File: config.mk
export PLATFORM = sky130hd
export DESIGN_NAME = seg7_scan_driver
export DESIGN_NICKNAME = d
export VERILOG_FILES = /design/src/rtl/seg7_pkg.sv /design/src/rtl/seg7_glyph_rom.sv /design/src/rtl/seg7_scan_driver.sv
export SDC_FILE = /design/constraint.sdc
export NUM_CORES = 1
export LEC_CHECK = 0
export CAP_MARGIN = 20
export CELL_PAD_IN_SITES_DETAIL_PLACEMENT = 0
export CELL_PAD_IN_SITES_GLOBAL_PLACEMENT = 1
export CORE_MARGIN = 2
export CORE_UTILIZATION = 39
export DETAILED_ROUTE_END_ITERATION = 6
export PLACE_DENSITY_LB_ADDON = 0.12
export RECOVER_POWER = 100
export SLEW_MARGIN = 20
export SYNTH_ARGS = -nofsm -noshare
export SYNTH_HDL_FRONTEND = slang
export SYNTH_SLANG_ARGS = --single-unit
File: constraint.sdc
create_clock -name clk -period 2.5 [get_ports clk]
set_input_delay 0.25 -clock clk [delete_from_list [all_inputs] [get_ports clk]]
set_output_delay 0.25 -clock clk [all_outputs]
set_load 0.05 [all_outputs]
File: src/rtl/seg7_pkg.sv
`default_nettype none
// ============================================================================
// seg7_pkg : glyph constants and scan-FSM state type for seg7_scan_driver
// Rev 1.0
// ============================================================================
package seg7_pkg;

  // Segment order is {g,f,e,d,c,b,a}, active high
  localparam logic [6:0] GLYPH_0     = 7'h3F;
  localparam logic [6:0] GLYPH_1     = 7'h06;
  localparam logic [6:0] GLYPH_2     = 7'h5B;
  localparam logic [6:0] GLYPH_3     = 7'h4F;
  localparam logic [6:0] GLYPH_4     = 7'h66;
  localparam logic [6:0] GLYPH_5     = 7'h6D;
  localparam logic [6:0] GLYPH_6     = 7'h7D;
  localparam logic [6:0] GLYPH_7     = 7'h07;
  localparam logic [6:0] GLYPH_8     = 7'h7F;
  localparam logic [6:0] GLYPH_9     = 7'h6F;
  localparam logic [6:0] GLYPH_A     = 7'h77;
  localparam logic [6:0] GLYPH_B     = 7'h7C;
  localparam logic [6:0] GLYPH_C     = 7'h39;
  localparam logic [6:0] GLYPH_D     = 7'h5E;
  localparam logic [6:0] GLYPH_E     = 7'h79;
  localparam logic [6:0] GLYPH_F     = 7'h71;
  localparam logic [6:0] GLYPH_DASH  = 7'h40;
  localparam logic [6:0] GLYPH_BLANK = 7'h00;

  typedef enum logic [0:0] {
    BLANK = 1'b0,
    SHOW  = 1'b1
  } scan_state_e;

endpackage
`default_nettype wire

File: src/rtl/seg7_glyph_rom.sv
`default_nettype none
// ============================================================================
// seg7_glyph_rom : 4-bit digit code to 7-segment glyph (hex or decimal/dash)
// Rev 1.0
// ============================================================================
module seg7_glyph_rom
  import seg7_pkg::*;
(
  input  logic [3:0] code_i,
  input  logic       hex_mode_i,
  output logic [6:0] glyph_o
);

  always_comb begin
    glyph_o = GLYPH_BLANK;
    case (code_i)
      4'h0:    glyph_o = GLYPH_0;
      4'h1:    glyph_o = GLYPH_1;
      4'h2:    glyph_o = GLYPH_2;
      4'h3:    glyph_o = GLYPH_3;
      4'h4:    glyph_o = GLYPH_4;
      4'h5:    glyph_o = GLYPH_5;
      4'h6:    glyph_o = GLYPH_6;
      4'h7:    glyph_o = GLYPH_7;
      4'h8:    glyph_o = GLYPH_8;
      4'h9:    glyph_o = GLYPH_9;
      4'hA:    glyph_o = GLYPH_A;
      4'hB:    glyph_o = GLYPH_B;
      4'hC:    glyph_o = GLYPH_C;
      4'hD:    glyph_o = GLYPH_D;
      4'hE:    glyph_o = GLYPH_E;
      default: glyph_o = GLYPH_F;
    endcase
    if (!hex_mode_i && (code_i > 4'd9)) begin
      glyph_o = GLYPH_DASH;
    end
  end

endmodule
`default_nettype wire

File: src/rtl/seg7_scan_driver.sv
`default_nettype none
// ============================================================================
// seg7_scan_driver : double-buffered, blank-interleaved N-digit 7-seg scanner
// Rev 1.0
// ============================================================================
module seg7_scan_driver
  import seg7_pkg::*;
#(
  parameter int NUM_DIGITS   = 8,
  parameter int SCAN_DIV     = 50000,
  parameter int BLANK_CYCLES = 1000
) (
  input  logic                    clk,
  input  logic                    rst_n,
  input  logic [4*NUM_DIGITS-1:0] data_in,
  input  logic [NUM_DIGITS-1:0]   dp_in,
  input  logic [NUM_DIGITS-1:0]   en_in,
  input  logic                    load,
  input  logic                    hex_mode,
  input  logic                    lzb,
  output logic [NUM_DIGITS-1:0]   com,
  output logic [6:0]              seg,
  output logic                    seg_dp,
  output logic                    frame_done
);

  localparam int IDX_W = (NUM_DIGITS > 1) ? $clog2(NUM_DIGITS) : 1;
  localparam int CNT_W = $clog2(SCAN_DIV);
  localparam logic [IDX_W-1:0] LAST_IDX = IDX_W'(NUM_DIGITS - 1);
  localparam logic [CNT_W-1:0] LAST_CNT = CNT_W'(SCAN_DIV - 1);
  localparam logic [CNT_W-1:0] SHOW_CNT = CNT_W'(BLANK_CYCLES - 1);

  logic [4*NUM_DIGITS-1:0] shadow_data_q, disp_data_q;
  logic [NUM_DIGITS-1:0]   shadow_dp_q, shadow_en_q, disp_dp_q, disp_en_q;
  logic [CNT_W-1:0]        cnt_q, cnt_d;
  logic [IDX_W-1:0]        idx_q, idx_d;
  scan_state_e             state_q, state_d;
  logic [NUM_DIGITS-1:0]   com_q, com_d;
  logic [6:0]              seg_q, seg_d;
  logic                    dp_q, dp_d;
  logic                    frame_done_q;

  logic                    slot_end, frame_end;
  logic [3:0]              disp_code [NUM_DIGITS];
  logic [NUM_DIGITS-1:0]   digit_zero, lead_zero;
  logic                    digit_blank;
  logic [6:0]              glyph;

  assign slot_end  = (cnt_q == LAST_CNT);
  assign frame_end = slot_end && (idx_q == LAST_IDX);

  always_comb begin
    cnt_d = slot_end ? '0 : cnt_q + 1'b1;
    idx_d = idx_q;
    if (slot_end) begin
      idx_d = (idx_q == LAST_IDX) ? '0 : idx_q + 1'b1;
    end
  end

  for (genvar k = 0; k < NUM_DIGITS; k++) begin : g_digit
    assign disp_code[k]  = disp_data_q[4*k +: 4];
    assign digit_zero[k] = (disp_code[k] == 4'd0) || !disp_en_q[k];
  end

  // lead_zero[k]: digit k and every higher digit read as zero
  always_comb begin
    logic acc;
    acc       = 1'b1;
    lead_zero = '0;
    for (int k = NUM_DIGITS - 1; k >= 0; k--) begin
      acc          = acc & digit_zero[k];
      lead_zero[k] = acc;
    end
  end

  assign digit_blank = lzb && !hex_mode && (idx_q != '0) && lead_zero[idx_q];

  seg7_glyph_rom u_glyph_rom (
    .code_i     (disp_code[idx_q]),
    .hex_mode_i (hex_mode),
    .glyph_o    (glyph)
  );

  always_comb begin
    state_d = state_q;
    com_d   = '1;
    seg_d   = GLYPH_BLANK;
    dp_d    = 1'b0;
    case (state_q)
      BLANK: begin
        if (cnt_q == SHOW_CNT) state_d = SHOW;
      end
      SHOW: begin
        if (slot_end) state_d = BLANK;
        com_d[idx_q] = 1'b0;
        if (disp_en_q[idx_q]) begin
          seg_d = digit_blank ? GLYPH_BLANK : glyph;
          dp_d  = disp_dp_q[idx_q];
        end
      end
      default: state_d = BLANK;
    endcase
  end

  always_ff @(posedge clk or negedge rst_n) begin
    if (!rst_n) begin
      state_q      <= BLANK;
      cnt_q        <= '0;
      idx_q        <= '0;
      com_q        <= '1;
      seg_q        <= '0;
      dp_q         <= 1'b0;
      frame_done_q <= 1'b0;
    end else begin
      state_q      <= state_d;
      cnt_q        <= cnt_d;
      idx_q        <= idx_d;
      com_q        <= com_d;
      seg_q        <= seg_d;
      dp_q         <= dp_d;
      frame_done_q <= frame_end;
    end
  end

  // A load landing on the frame boundary bypasses the shadow so it is not a frame late
  always_ff @(posedge clk or negedge rst_n) begin
    if (!rst_n) begin
      shadow_data_q <= '0;
      shadow_dp_q   <= '0;
      shadow_en_q   <= '0;
      disp_data_q   <= '0;
      disp_dp_q     <= '0;
      disp_en_q     <= '0;
    end else begin
      if (load) begin
        shadow_data_q <= data_in;
        shadow_dp_q   <= dp_in;
        shadow_en_q   <= en_in;
      end
      if (frame_end) begin
        disp_data_q <= load ? data_in : shadow_data_q;
        disp_dp_q   <= load ? dp_in   : shadow_dp_q;
        disp_en_q   <= load ? en_in   : shadow_en_q;
      end
    end
  end

  assign com        = com_q;
  assign seg        = seg_q;
  assign seg_dp     = dp_q;
  assign frame_done = frame_done_q;

endmodule
`default_nettype wire

# Word-level counts from Yosys, hierarchy flattened
# Memories as Yosys holds them, arrays and structs flattened.
# Index checks and enable logic that the tools add are counted.
# Widths: inputs -> output; s select.
# word_totals
n_memories	1
in_bits	53
mem_bits_rw	0
mem_bits_ro	112
output_inout_bits	17
latchBits	0
reg_bits	133
# op_classes
eq_ne	3
shifts	0
order_cmp	4
div_mod_pow	0
addsub	2
bitwise	10
n_mul	0
reduce_logical	32
n_mux	26
# mem_list
name	words	width	rd	rd_ports_with_merged_regs	write_ports	line_no	rtl
(no name shown)	16	7	1	0	0	seg7_glyph_rom.sv:16	case (code_i)
# op_table
cell	n
$logic_not 4->1	8
$mux 32	1
$mux 7	4
$mux 8	3
$add 16x1->16 const B	1
$eq 16x10->1 const B	1
$eq 16x16->1 const B	1
$mux 16	1
$bmux 4 s3	1
$bmux 1 s3	3
$logic_not 1->1	9
$logic_or 1x1->1	8
$mux 1	8
$mux 4	2
$not 8->8	1
$and 1x1->1	7
$logic_and 1x1->1	6
$ge 4x4->1 const B	1
$gt 4x4->1 const B	1
$lt 3x4->1 const B	1
$not 3->4	1
$add 3x1->3 const B	1
$demux 1 s3	1
$eq 3x3->1 const B	1
5 further kinds	5

# Longest topological paths before layout
# Gate-level depths: netlist (run 1).
# depth
ltp_word	15
ltp_mapped	12

# Cells and area by module
# A second synthesis (run 1) with hierarchy kept.
# hier_totals
hier_cells	448
hier_area_um2	6042.0
# modules_own_cells
module	seq_area_each_um2	area_per_inst_um2	cells_each	n_inst
seg7_scan_driver	3338.2	5746.8	410	1
seg7_glyph_rom	0.0	295.3	38	1

# Worst setup path after synthesis (run 1)
# No wires, ideal clock.
# synth_timing
path_kind	reg2reg
from	reg idx_q[1]
to	reg seg_q[1] (netlist: seg[1])
setup_slack_ns	-0.319
path_stages_with_launch	10
arrival_time_ns	2.682
period_less_slack_ns	2.819
cell_sequence	dfrtp_1 -> buf_2 -> mux4_2 -> mux2i_1 -> inv_1 -> ha_1 -> or2_2 -> a211oi_1 -> a311o_4 -> a311oi_2
# synth_via
elab_chain_len	10
word_cells_on_any_way	18
# synth_rtl
item	line_no	rtl
start, declared	seg7_scan_driver.sv:36	logic [IDX_W-1:0] idx_q, idx_d;
start signal, assigned	seg7_scan_driver.sv:117	idx_q <= idx_d;
$not 3->4 (implied by the code)	seg7_scan_driver.sv:79	.code_i (disp_code[idx_q]),
$bmux 4 s3	seg7_scan_driver.sv:79	
$mux 4 (implied by the code) (2 in series)	seg7_scan_driver.sv:79	
$gt 4x4->1	seg7_glyph_rom.sv:34	if (!hex_mode_i && (code_i > 4'd9)) begin
$logic_and 1x1->1	seg7_glyph_rom.sv:34	
$mux 7	seg7_glyph_rom.sv:34	
$mux 7	seg7_scan_driver.sv:97	seg_d = digit_blank ? GLYPH_BLANK : glyph;
$mux 7 *	seg7_scan_driver.sv:96	if (disp_en_q[idx_q]) begin
$mux 7 *	seg7_scan_driver.sv:89	case (state_q)
via seg_d[1]	seg7_scan_driver.sv:39	logic [6:0] seg_q, seg_d;
end signal, assigned	seg7_scan_driver.sv:119	seg_q <= seg_d;
end, declared	seg7_scan_driver.sv:39	
# Mark *: on every way through the listed nets, which the timed path passes. The rest lies on a longest branch. The select of a mux whose other input is x is not followed.
# A chain may end at the register's enable or synchronous reset.

# Final worst setup path (run 1)
# layout_timing
from	reg disp_data_q[29]
to	reg seg_q[5] (netlist: seg[5])
# layout_via
elab_chain_len	15
word_cells_on_any_way	22
# layout_rtl
item	line_no	rtl
start, declared	seg7_scan_driver.sv:33	logic [4*NUM_DIGITS-1:0] shadow_data_q, disp_data_q;
start signal, assigned	seg7_scan_driver.sv:141	disp_data_q <= load ? data_in : shadow_data_q;
$logic_not 4->1	seg7_scan_driver.sv:62	assign digit_zero[k] = (disp_code[k] == 4'd0) || !disp_en_q[k];
$logic_or 1x1->1	seg7_scan_driver.sv:62	
$and 1x1->1 (7 in series)	seg7_scan_driver.sv:71	acc = acc & digit_zero[k];
$bmux 1 s3	seg7_scan_driver.sv:76	assign digit_blank = lzb && !hex_mode && (idx_q != '0) && lead_zero[idx_q];
$mux 1 (implied by the code)	seg7_scan_driver.sv:76	
$logic_and 1x1->1	seg7_scan_driver.sv:76	
$mux 7 *	seg7_scan_driver.sv:97	
$mux 7 *	seg7_scan_driver.sv:96	
$mux 7 *	seg7_scan_driver.sv:89	
via seg_d[5]	seg7_scan_driver.sv:39	
# Marked as above.

==> metrics.txt, run 1 <==
Worst R2R Path Depth 6; failing checks max-capacitance violations; Stages on worst setup path 6; CP Buf/Inv Count 1; clk sink count 133; unrepaired setup endpoints after global routing no; Post-Synthesis Cells 425; Worst path max stage delay 0.69 ns; maximum clock rate 0.4195 GHz; grt ovf 0; Final Hold Viols 0; row count 45; Fillers 1306; Worst slew margin 0.0004386; crit path kind flip-flop to flip-flop; status finished, violations left; Final Skew 0.007624 ns; Place WS 0.1154 ns; Detailed Route WL 12380 um; Reg area 3342 um^2; Initial Utilization 0.3934; final period utilization 0.9534; Worst Setup Start Kind flip-flop; sequential power share 0.446; Cell Area, Synth 5914 um^2; initial antenna violation count 0; Crit path max-delay family compound AO/OA/AOI/OAI gates; slowest cell on the critical path o41ai_1; post-route ant nets 0; Synth Area per Inst 13.92 um^2; Detailed Routing Iterations Pass 1 4; DP Area 6908 um^2; final slew viol count 0; Yosys reg bits 133; Psw 1.107 mW; post-placement cell count 678; vias 3681; Worst EP required 2.81 ns; global-route wire length before repair 20110 um; GPL Wtd Cong 0.8343; post-route core utilization 0.5025; Power Density 666.7 nW/um^2; post-synthesis sequential area ratio 0.5644; commonest non-fill, non-tap cell in the layout dfrtp_1; internal reg-to-reg setup slack 0.12 ns; Clock H-tree levels 4; static leakage 3.350 nW; post-route cell area 7555 um^2; initial drt markers 149; post-DR wirelength/cell 17.30 um; Die Wd 127.1 um; Int Power 3.929 mW; worst r2r dst seg[5]$_DFF_PN0_; clock root cell clkbuf_16; CP arrival 2.69 ns; I/O pin total 70; critical-path cell list o41ai_1 -> nand3_1 -> o31ai_1 -> a311o_4 -> buf_6 -> nor2_1; fin cells 716; Antenna Cells 0; crit path capture seg[5]$_DFF_PN0_; switching share of total power 0.2199; R2R Path Start disp_data_q[29]$_DFFE_PN0P_; maximum fanout along the worst path 5; I/O Buffers 69; Layout Nets 580; clock network power share 0.507; Final Critical Period 2.384 ns; area occupied by multi-input gates 2460 um^2; clk buf depth 2; CP endpoint kind flip-flop; setup tns final 0 ns; final worst slack 0.1164 ns; area grow syn2layout 27.73%; worst hold slack 0.3138 ns; worst min path class input pin to asynchronous set/reset pin; Worst-Margin Slew 1.499 ns; CTS tree built; share of cells above drive strength 1 0.2670; pin count of the biggest net entering global routing 50; vias in the first global route 3800; DR vias/cell 5.141; Remaining DRCs 0; worst skew pair latency 0.43 ns; Clock Pin Slew Worst Setup and Hold Paths 0.06 ns; Setup Viol. Count Final 0; Comb pwr share 0.048; Setup crit start disp_data_q[29]$_DFFE_PN0P_; Pwr Total 5.037 mW; Total Routing Usage GR 0.1644; die area 16170 um^2; post-detail-place hpwl 8879 um; library cells used by synthesis 52; most frequent cells in the layout dfrtp_1 (122), mux2_2 (50), clkdlybuf4s50_1 (50); die height 127.1 um; VDD IR-drop max 0.4580 mV; Num CTS Buffers 17; Max Cap Viol 1; syn nets 489; yosys warns 0; Core Region 15030 um^2
[flip-flops by register name (all words and copies together) (netlist names)]
| signal | cells |
|---|---|
| disp_dp_q | 8 |
| disp_en_q | 8 |
| shadow_en_q | 8 |
| cnt_q | 16 |
| frame_done | 1 |
| disp_data_q | 32 |
| seg | 7 |
| idx_q | 3 |
| shadow_dp_q | 8 |
| state_q | 1 |
| shadow_data_q | 32 |
| com | 8 |
| seg_dp | 1 |
[routing by layer]
metal | GRT usage | vias up | wire length [um]
met5 | 0 | - | 0
met4 | 0.07628 | 0 | 282
met3 | 0.03978 | 20 | 541
met2 | 0.2666 | 91 | 6032
met1 | 0.2096 | 1841 | 5528
li1 | - | 1729 | -
[logic make-up (layout without fill, tap and decap cells)]
kind of cell / count (synthesis) / in the layout / synth area share
muxes: 119 / 119 / 0.2471
and+or+nand+nor: 90 / 90 / 0.07595
adders and majority gates: 11 / 11 / 0.02327
DFF: 133 / 133 / 0.5644
xor gates and xnor gates: 14 / 14 / 0.02073
buffers and inverters: 29 / 132 / 0.02602
AOI/OAI and AO/OA: 29 / 29 / 0.04252
[cell usage after synthesis (all sizes together)]
| master | n | area, um^2 |
|---|---|---|
| dfrtp | 125 | 3128 |
| mux2 | 100 | 1130 |
| nor2 | 26 | 97.59 |
| nand2 | 20 | 75.07 |
| nand3 | 14 | 70.07 |
| buf | 13 | 93.84 |
| ha | 11 | 137.6 |
| mux4 | 10 | 229.0 |
| inv | 9 | 33.78 |
| mux2i | 9 | 102.6 |
| xor2 | 9 | 78.83 |
| dfstp | 8 | 210.2 |
| clkbuf | 7 | 26.28 |
| a211oi | 6 | 60.06 |
| nor4 | 5 | 31.28 |
| xnor2 | 5 | 43.79 |
| a21oi | 4 | 20.02 |
| nor3 | 4 | 20.02 |
| o41ai | 4 | 35.03 |
| and2 | 3 | 21.27 |
| and3 | 3 | 18.77 |
| nand4 | 3 | 18.77 |
| nor2b | 3 | 18.77 |
| o21ai | 3 | 15.01 |
| or4 | 3 | 22.52 |
| nand2b | 2 | 20.02 |
| nor4b | 2 | 17.52 |
| o31ai | 2 | 15.01 |
| a221o | 1 | 10.01 |
| a22o | 1 | 8.760 |
| a22oi | 1 | 7.510 |
| a311o | 1 | 20.02 |
| a311oi | 1 | 15.01 |
| a41o | 1 | 10.01 |
| a41oi | 1 | 8.760 |
| nand4bb | 1 | 11.26 |
| o2111ai | 1 | 8.760 |
| o22ai | 1 | 6.260 |
| o41a | 1 | 11.26 |
| or2 | 1 | 6.260 |
[worst min path at each step]
stage,from,to,cells past startpoint
after floorplan,rst_n,cnt_q[0]$_DFF_PN0_,0
after global placement,rst_n,shadow_data_q[18]$_DFF_PN0_,1
after detailed placement,rst_n,shadow_data_q[18]$_DFF_PN0_,1
after CTS,rst_n,shadow_data_q[17]$_DFF_PN0_,2
after global routing,rst_n,shadow_data_q[17]$_DFF_PN0_,2
final,rst_n,shadow_data_q[17]$_DFF_PN0_,2
[area by class of cell]
class,instances,area share
flip-flops and latches,133,0.4424
multi-input cells,263,0.3256
repair buffers,92,0.1166
clock buffers,17,0.05631
well taps,188,0.03114
clock inverters,14,0.02352
inverters,9,0.004472
[power groups by stage]
stage | clock network, mW | logic, mW | registers, mW
final | 2.55 | 0.240 | 2.25
after global routing | 2.70 | 0.270 | 2.25
after CTS | 2.60 | 0.270 | 2.25
after detailed placement | 0 | 0.268 | 2.29
after global placement | 0 | 0.264 | 2.28
after floorplan | 0 | 0.106 | 2.28
[timing repair]
action	CTS	global route
resized for setup	0	10
hold buffers	1	0
hold endpoints to repair	32	0
endpoints found under the setup margin	0	5
buffers inserted	0	6
Note: power is estimated with default switching activity, not from simulation.
==> inputs of run 2 (changes only) <==
SLEW_MARGIN = 25   (was 20)
==> results of run 2 <==
Final layout, timing and power as in run 1 (identical DEF).
